## src/rtl/z80_page_mapper.sv

```systemverilog
// z80_page_mapper
//   Z80 memory paging unit. The 64K CPU space is split into 2**WIN_BITS
//   windows; each window has an I/O-writable page register that supplies
//   the extended address bits (M_A) and picks which chip is enabled.
//
//   Page register byte: [7:PAGE_BITS] chip field, [PAGE_BITS-1:0] page.
//     chip 0          -> ROM
//     chip 1..NUM_RAM -> RAM_CE[chip-1]
//     higher chips    -> unmapped, no chip enable asserted
//
//   Z80 I/O writes are asynchronous to CLK_24MHz. The write strobe passes
//   through a two-flop synchroniser, and a two-state FSM commits exactly
//   once per strobe. Memory decode is purely combinational.
//
//   Optional feature macro: Z80_MAPPER_READBACK_EN
//     defined   -> IN from a mapper port returns that window's register on D_OUT
//     undefined -> D_OE and D_OUT are tied low and no readback mux is built
//
// Ports
//   CLK_24MHz  in   main clock
//   RES        in   asynchronous reset, active-low
//   IORQ       in   Z80 IORQ, active-low
//   MREQ       in   Z80 MREQ, active-low
//   M1         in   Z80 M1, active-low
//   RD         in   Z80 RD, active-low
//   WR         in   Z80 WR, active-low
//   A          in   Z80 address bus [15:0]
//   D_IN       in   Z80 data bus, input side [7:0]
//   D_OUT      out  readback data [7:0]
//   D_OE       out  readback drive enable, active-high
//   M_A        out  extended memory address [PAGE_BITS-1:0]
//   ROM_CE     out  ROM chip enable, active-low
//   RAM_CE     out  RAM chip enables [NUM_RAM-1:0], active-low
module z80_page_mapper #(
    parameter int         WIN_BITS  = 2,
    parameter int         PAGE_BITS = 5,
    parameter int         NUM_RAM   = 3,
    parameter logic [7:0] PORT_BASE = 8'h10
) (
    input  logic                 CLK_24MHz,
    input  logic                 RES,
    input  logic                 IORQ,
    input  logic                 MREQ,
    input  logic                 M1,
    input  logic                 RD,
    input  logic                 WR,
    input  logic [15:0]          A,
    input  logic [7:0]           D_IN,
    output logic [7:0]           D_OUT,
    output logic                 D_OE,
    output logic [PAGE_BITS-1:0] M_A,
    output logic                 ROM_CE,
    output logic [NUM_RAM-1:0]   RAM_CE
);

    localparam int NUM_WIN = 1 << WIN_BITS;
    localparam int CHIP_W  = 8 - PAGE_BITS;

    typedef enum logic {
        ST_HOLD = 1'b0,
        ST_IDLE = 1'b1
    } state_t;

    // Window 0 boots from ROM page 0; every other window i maps RAM chip 1, page i.
    function automatic logic [7:0] page_rst(input int idx);
        if (idx == 0) return 8'h00;
        return 8'((1 << PAGE_BITS) | idx);
    endfunction

    logic                      wstb_n;
    logic                      s1_q, s1_d;
    logic                      s2_q, s2_d;
    logic [1:0]                vld_q, vld_d;
    logic [7:0]                hold_addr_q, hold_addr_d;
    logic [7:0]                hold_data_q, hold_data_d;
    state_t                    state_q, state_d;
    logic [NUM_WIN-1:0][7:0]   page_q, page_d;

    logic                      hold_match;
    logic [WIN_BITS-1:0]       hold_win;

    assign wstb_n     = IORQ | WR;
    assign hold_match = (hold_addr_q[7:WIN_BITS] == PORT_BASE[7:WIN_BITS]);
    assign hold_win   = hold_addr_q[WIN_BITS-1:0];

    // ------------------------------------------------------------------
    // Synchroniser, hold register and write FSM
    // ------------------------------------------------------------------
    always_comb begin
        s1_d        = wstb_n;
        s2_d        = s1_q;
        // vld marks when s2 holds a real sample of the strobe rather than
        // its reset value. Without it, a strobe already low at reset
        // release would look like a fresh high-to-low edge and commit.
        vld_d       = {vld_q[0], 1'b1};
        hold_addr_d = hold_addr_q;
        hold_data_d = hold_data_q;
        state_d     = state_q;
        page_d      = page_q;

        if (!s1_q) begin
            hold_addr_d = A[7:0];
            hold_data_d = D_IN;
        end

        case (state_q)
            ST_HOLD: begin
                if (s2_q && vld_q[1]) state_d = ST_IDLE;
            end
            ST_IDLE: begin
                // One commit attempt per strobe, then wait for it to rise.
                if (!s2_q) begin
                    if (hold_match) page_d[hold_win] = hold_data_q;
                    state_d = ST_HOLD;
                end
            end
        endcase
    end

    always_ff @(posedge CLK_24MHz or negedge RES) begin
        if (!RES) begin
            s1_q        <= 1'b1;
            s2_q        <= 1'b1;
            vld_q       <= 2'b00;
            hold_addr_q <= 8'h00;
            hold_data_q <= 8'h00;
            state_q     <= ST_HOLD;
            for (int i = 0; i < NUM_WIN; i++) page_q[i] <= page_rst(i);
        end else begin
            s1_q        <= s1_d;
            s2_q        <= s2_d;
            vld_q       <= vld_d;
            hold_addr_q <= hold_addr_d;
            hold_data_q <= hold_data_d;
            state_q     <= state_d;
            page_q      <= page_d;
        end
    end

    // ------------------------------------------------------------------
    // Combinational memory decode
    // ------------------------------------------------------------------
    logic [WIN_BITS-1:0] win;
    logic [7:0]          sel;
    logic [CHIP_W-1:0]   chip;
    logic                mem_act;

    assign win     = A[15 -: WIN_BITS];
    assign sel     = page_q[win];
    assign chip    = sel[7:PAGE_BITS];
    assign M_A     = sel[PAGE_BITS-1:0];
    // Refresh cycles have MREQ low with RD and WR high: no chip enabled.
    assign mem_act = !MREQ && (!RD || !WR);
    assign ROM_CE  = !(mem_act && (chip == '0));

    always_comb begin
        RAM_CE = '1;
        for (int k = 0; k < NUM_RAM; k++) begin
            RAM_CE[k] = !(mem_act && (chip == CHIP_W'(k + 1)));
        end
    end

    // Address bits between the window select and the port byte play no part.
    logic unused_addr;
    assign unused_addr = ^A[15-WIN_BITS:8];

    // ------------------------------------------------------------------
    // Optional readback
    // ------------------------------------------------------------------
`ifdef Z80_MAPPER_READBACK_EN
    logic port_hit;
    assign port_hit = (A[7:WIN_BITS] == PORT_BASE[7:WIN_BITS]);
    // M1 high keeps interrupt acknowledge cycles off the data bus.
    assign D_OE  = RES && !IORQ && !RD && M1 && port_hit;
    assign D_OUT = RES ? page_q[A[WIN_BITS-1:0]] : 8'h00;
`else
    logic unused_rb;
    assign unused_rb = M1;
    assign D_OE  = 1'b0;
    assign D_OUT = 8'h00;
`endif

endmodule

```

## config.mk

```make
export PLATFORM = sky130hd
export DESIGN_NAME = z80_page_mapper
export DESIGN_NICKNAME = d
export VERILOG_FILES = /design/src/rtl/z80_page_mapper.sv
export SDC_FILE = /design/constraint.sdc
export NUM_CORES = 1
export LEC_CHECK = 0
export BUFFER_PORTS_ARGS = -buffer_cell sky130_fd_sc_hd__buf_2
export CORE_MARGIN = 2
export CORE_UTILIZATION = 35
export DETAILED_ROUTE_END_ITERATION = 8
export GPL_ROUTABILITY_DRIVEN = 1
export HOLD_SLACK_MARGIN = 0.15
export SYNTH_ARGS = -nofsm -noshare
export SYNTH_HDL_FRONTEND = slang
export SYNTH_SLANG_ARGS = --single-unit
```

## constraint.sdc

```tcl
create_clock -name CLK_24MHz -period 5.7 [get_ports CLK_24MHz]
set_clock_uncertainty 0.2 [all_clocks]
set_input_delay 0.855 -clock CLK_24MHz [delete_from_list [all_inputs] [get_ports CLK_24MHz]]
set_output_delay 0.855 -clock CLK_24MHz [all_outputs]
set_load 0.01 [all_outputs]
```

==> run metrics <==
Resized cells post-CTS 0; share of cells above drive strength 1 0.647; Final Cycle Share 0.584; Top Family by Delay on Critical Path multiplexers; register area share after synthesis 0.580; hold_ws 0.166 ns; Buf+Inv Stages, Crit Path 2; CTS sink cnt 53; Detailed Route WL 4.01 mm; most common library cells after synthesis mux2_2, dfrtp_1, buf_4, dfstp_2, mux4_2; YS warnings 0; Crit Path Max Fanout 8; Worst EP required 4.64 ns; Num CTS Buffers 5; Final setup viols 0; DR vias 1219; Synth async-reset ratio 1.00; Slew @ Worst Pin 1.14 ns; drt drc 0; first-pass GRT wire length 6.84 mm; # fillers 580; worst min path class reg2reg; die area roughly 7200 sq um; Cell Pwr Density 299 nW/um^2; #FFs+latches synth 53; Area Overhead vs Synth 14.1%; core area 6350 sq um; Post-Layout Inst Area 2630 sq um; CTS Buffer Depth 2; leading area contributor after synthesis dfrtp_1; num rows 29; CTS root buf clkbuf_8; RSZ-0062 raised after global routing no; post-CTS setup buffers 0; port bufs 32; total track usage 0.122; Initial Utilization 0.363; startpoint type of the worst setup path input pin; Peak VDD IR ~0.00015 V; critical path's slowest cell mux4_2; Pins Over Slew Limit 0; I/O pin count 49; status finished clean; Setup CP Type in2out; Vias/cell 4.88; Initial DRC Count 62; Inserted Diodes 0; die width 85.1 microns; cts hold-fix bufs 0; CTS HTree Levels 2; Clk Latency, worst-skew pair 0.30 ns; Final #Nets 203; final antenna-violating net count 0; count leader, synth mux2_2; chip height roughly 85 microns; Syn Area/Cell ~17 sq um; routed length per instance 16.0 microns; max cap viols 0; post-DP HPWL 2.80 mm; top-area cell type share of the netlist area 0.478; Overflow after GRT 0; endpoints failing hold 0; Yosys cell types 21; CP Cell Sequence buf_2 -> mux4_2 -> a211oi_2 -> nand3_1 -> buf_2; gpl congestion 0.672; vias in the first global route 1398; top_reg_cell synth dfrtp_1; static leakage 1.27 nW; crit path capture type primary output; Post-Syn Area 2300 sq um; CTS tree built; pin count of the biggest net entering global routing 54; setup_tns 0 ns; minimum clock period 3.33 ns; Post-synth EDFFs 0; most used cell, CP buf_2; crit-path max cell delay 0.58 ns; synth top area cells dfrtp_1, mux2_2, dfstp_2, mux4_2, buf_4; crit path DAT ~2.3 ns; antenna violations before repair 0; worst rel slew slack 0.242; Fmax roughly 300 MHz; Worst-path clk slew 0.09 ns; placed inst area around 2500 sq um; first drt pass iteration count 4; Mapped Cells 139
## cell type report
type / instances / area, sq um / area share
Clock buffer: 5 / 68.8 / 0.0262
Clock inverter: 3 / 65.1 / 0.0248
Timing Repair Buffer: 32 / 160 / 0.0609
Multi-Input combinational cell: 80 / 901 / 0.343
Sequential cell: 53 / 1340 / 0.509
Tap cell: 77 / 96.3 / 0.0366
## cells in the final DEF (no fill, tap or decap), drive strengths merged
cell type / count
mux2: 48
dfrtp: 44
nor2: 1
clkbuf: 5
nand3: 1
bufinv: 2
mux4: 8
and4bb: 2
or2: 1
dfstp: 9
buf: 32
clkinv: 1
nor4: 1
o21a: 1
nand2: 1
nand4: 1
conb: 10
nand3b: 2
a211oi: 1
nand4b: 2
## logic make-up (layout without fill, tap and decap cells)
group | after synthesis | count (layout) | share of synthesized area
AO/OA/AOI/OAI | 2 | 2 | 0.00869
buffers and inverters | 14 | 40 | 0.0418
flip-flops | 53 | 53 | 0.580
multiplexers | 56 | 56 | 0.313
other | 2 | 10 | 0.00326
AND/OR/NAND/NOR | 12 | 12 | 0.0532
## worst reg2reg max path, stage by stage (launching register included)
cell and delay [ns]:
dfrtp_1 0.42, nor4_4 0.41, and4bb_2 0.49, mux2_2 0.39
## per-stage QoR
stage | total power, mW | util | cells | worst slack, ns
global route | 0.826 | 0.414 | 250 | 2.27
CTS | 0.798 | 0.414 | 250 | 2.34
detailed placement | 0.505 | 0.393 | 242 | 2.35
global placement | 0.497 | 0.393 | 242 | 2.40
finish | 0.787 | 0.414 | 250 | 2.37
floorplan | 0.479 | - | 147 | 2.64
## registers in the layout, summed over array words and instances (netlist names)
signal       cells
page_q          32
hold_addr_q      8
hold_data_q      8
vld_q            2
s1_q             1
s2_q             1
state_q          1
## power breakdown
| part | internal [mW] | switching [mW] | total (mW) |
|---|---|---|---|
| combinational | 0.0373 | 0.0265 | 0.0638 |
| sequential | 0.406 | 0.0255 | 0.431 |
| clock | 0.174 | 0.118 | 0.292 |
## worst paths after layout
path | from | to | slack (ns) | cells past startpoint
setup / recovery | A[14] | RAM_CE[2] | 2.37 | 5
hold / removal | vld_q[0] | vld_q[1] | 0.17 | 0
setup reg to reg | hold_addr_q[3] | page_q[7] | 3.68 | 3
hold reg to reg | vld_q[0] | vld_q[1] | 0.17 | 0
max in group asynchronous | RES | page_q[31] | 4.03 | 1
min in group asynchronous | RES | hold_data_q[2] | 0.57 | 1
## metal layers
| metal | part of all wire | track usage | wire length [microns] |
|---|---|---|---|
| met5 | 0 | 0 | 0 |
| met1 | 0.42 | 0.150 | 1670 |
| met3 | 0.036 | 0.0292 | 144 |
| met2 | 0.53 | 0.209 | 2140 |
| met4 | 0.015 | 0.0433 | 62 |
(Power assumes the default switching activity.)
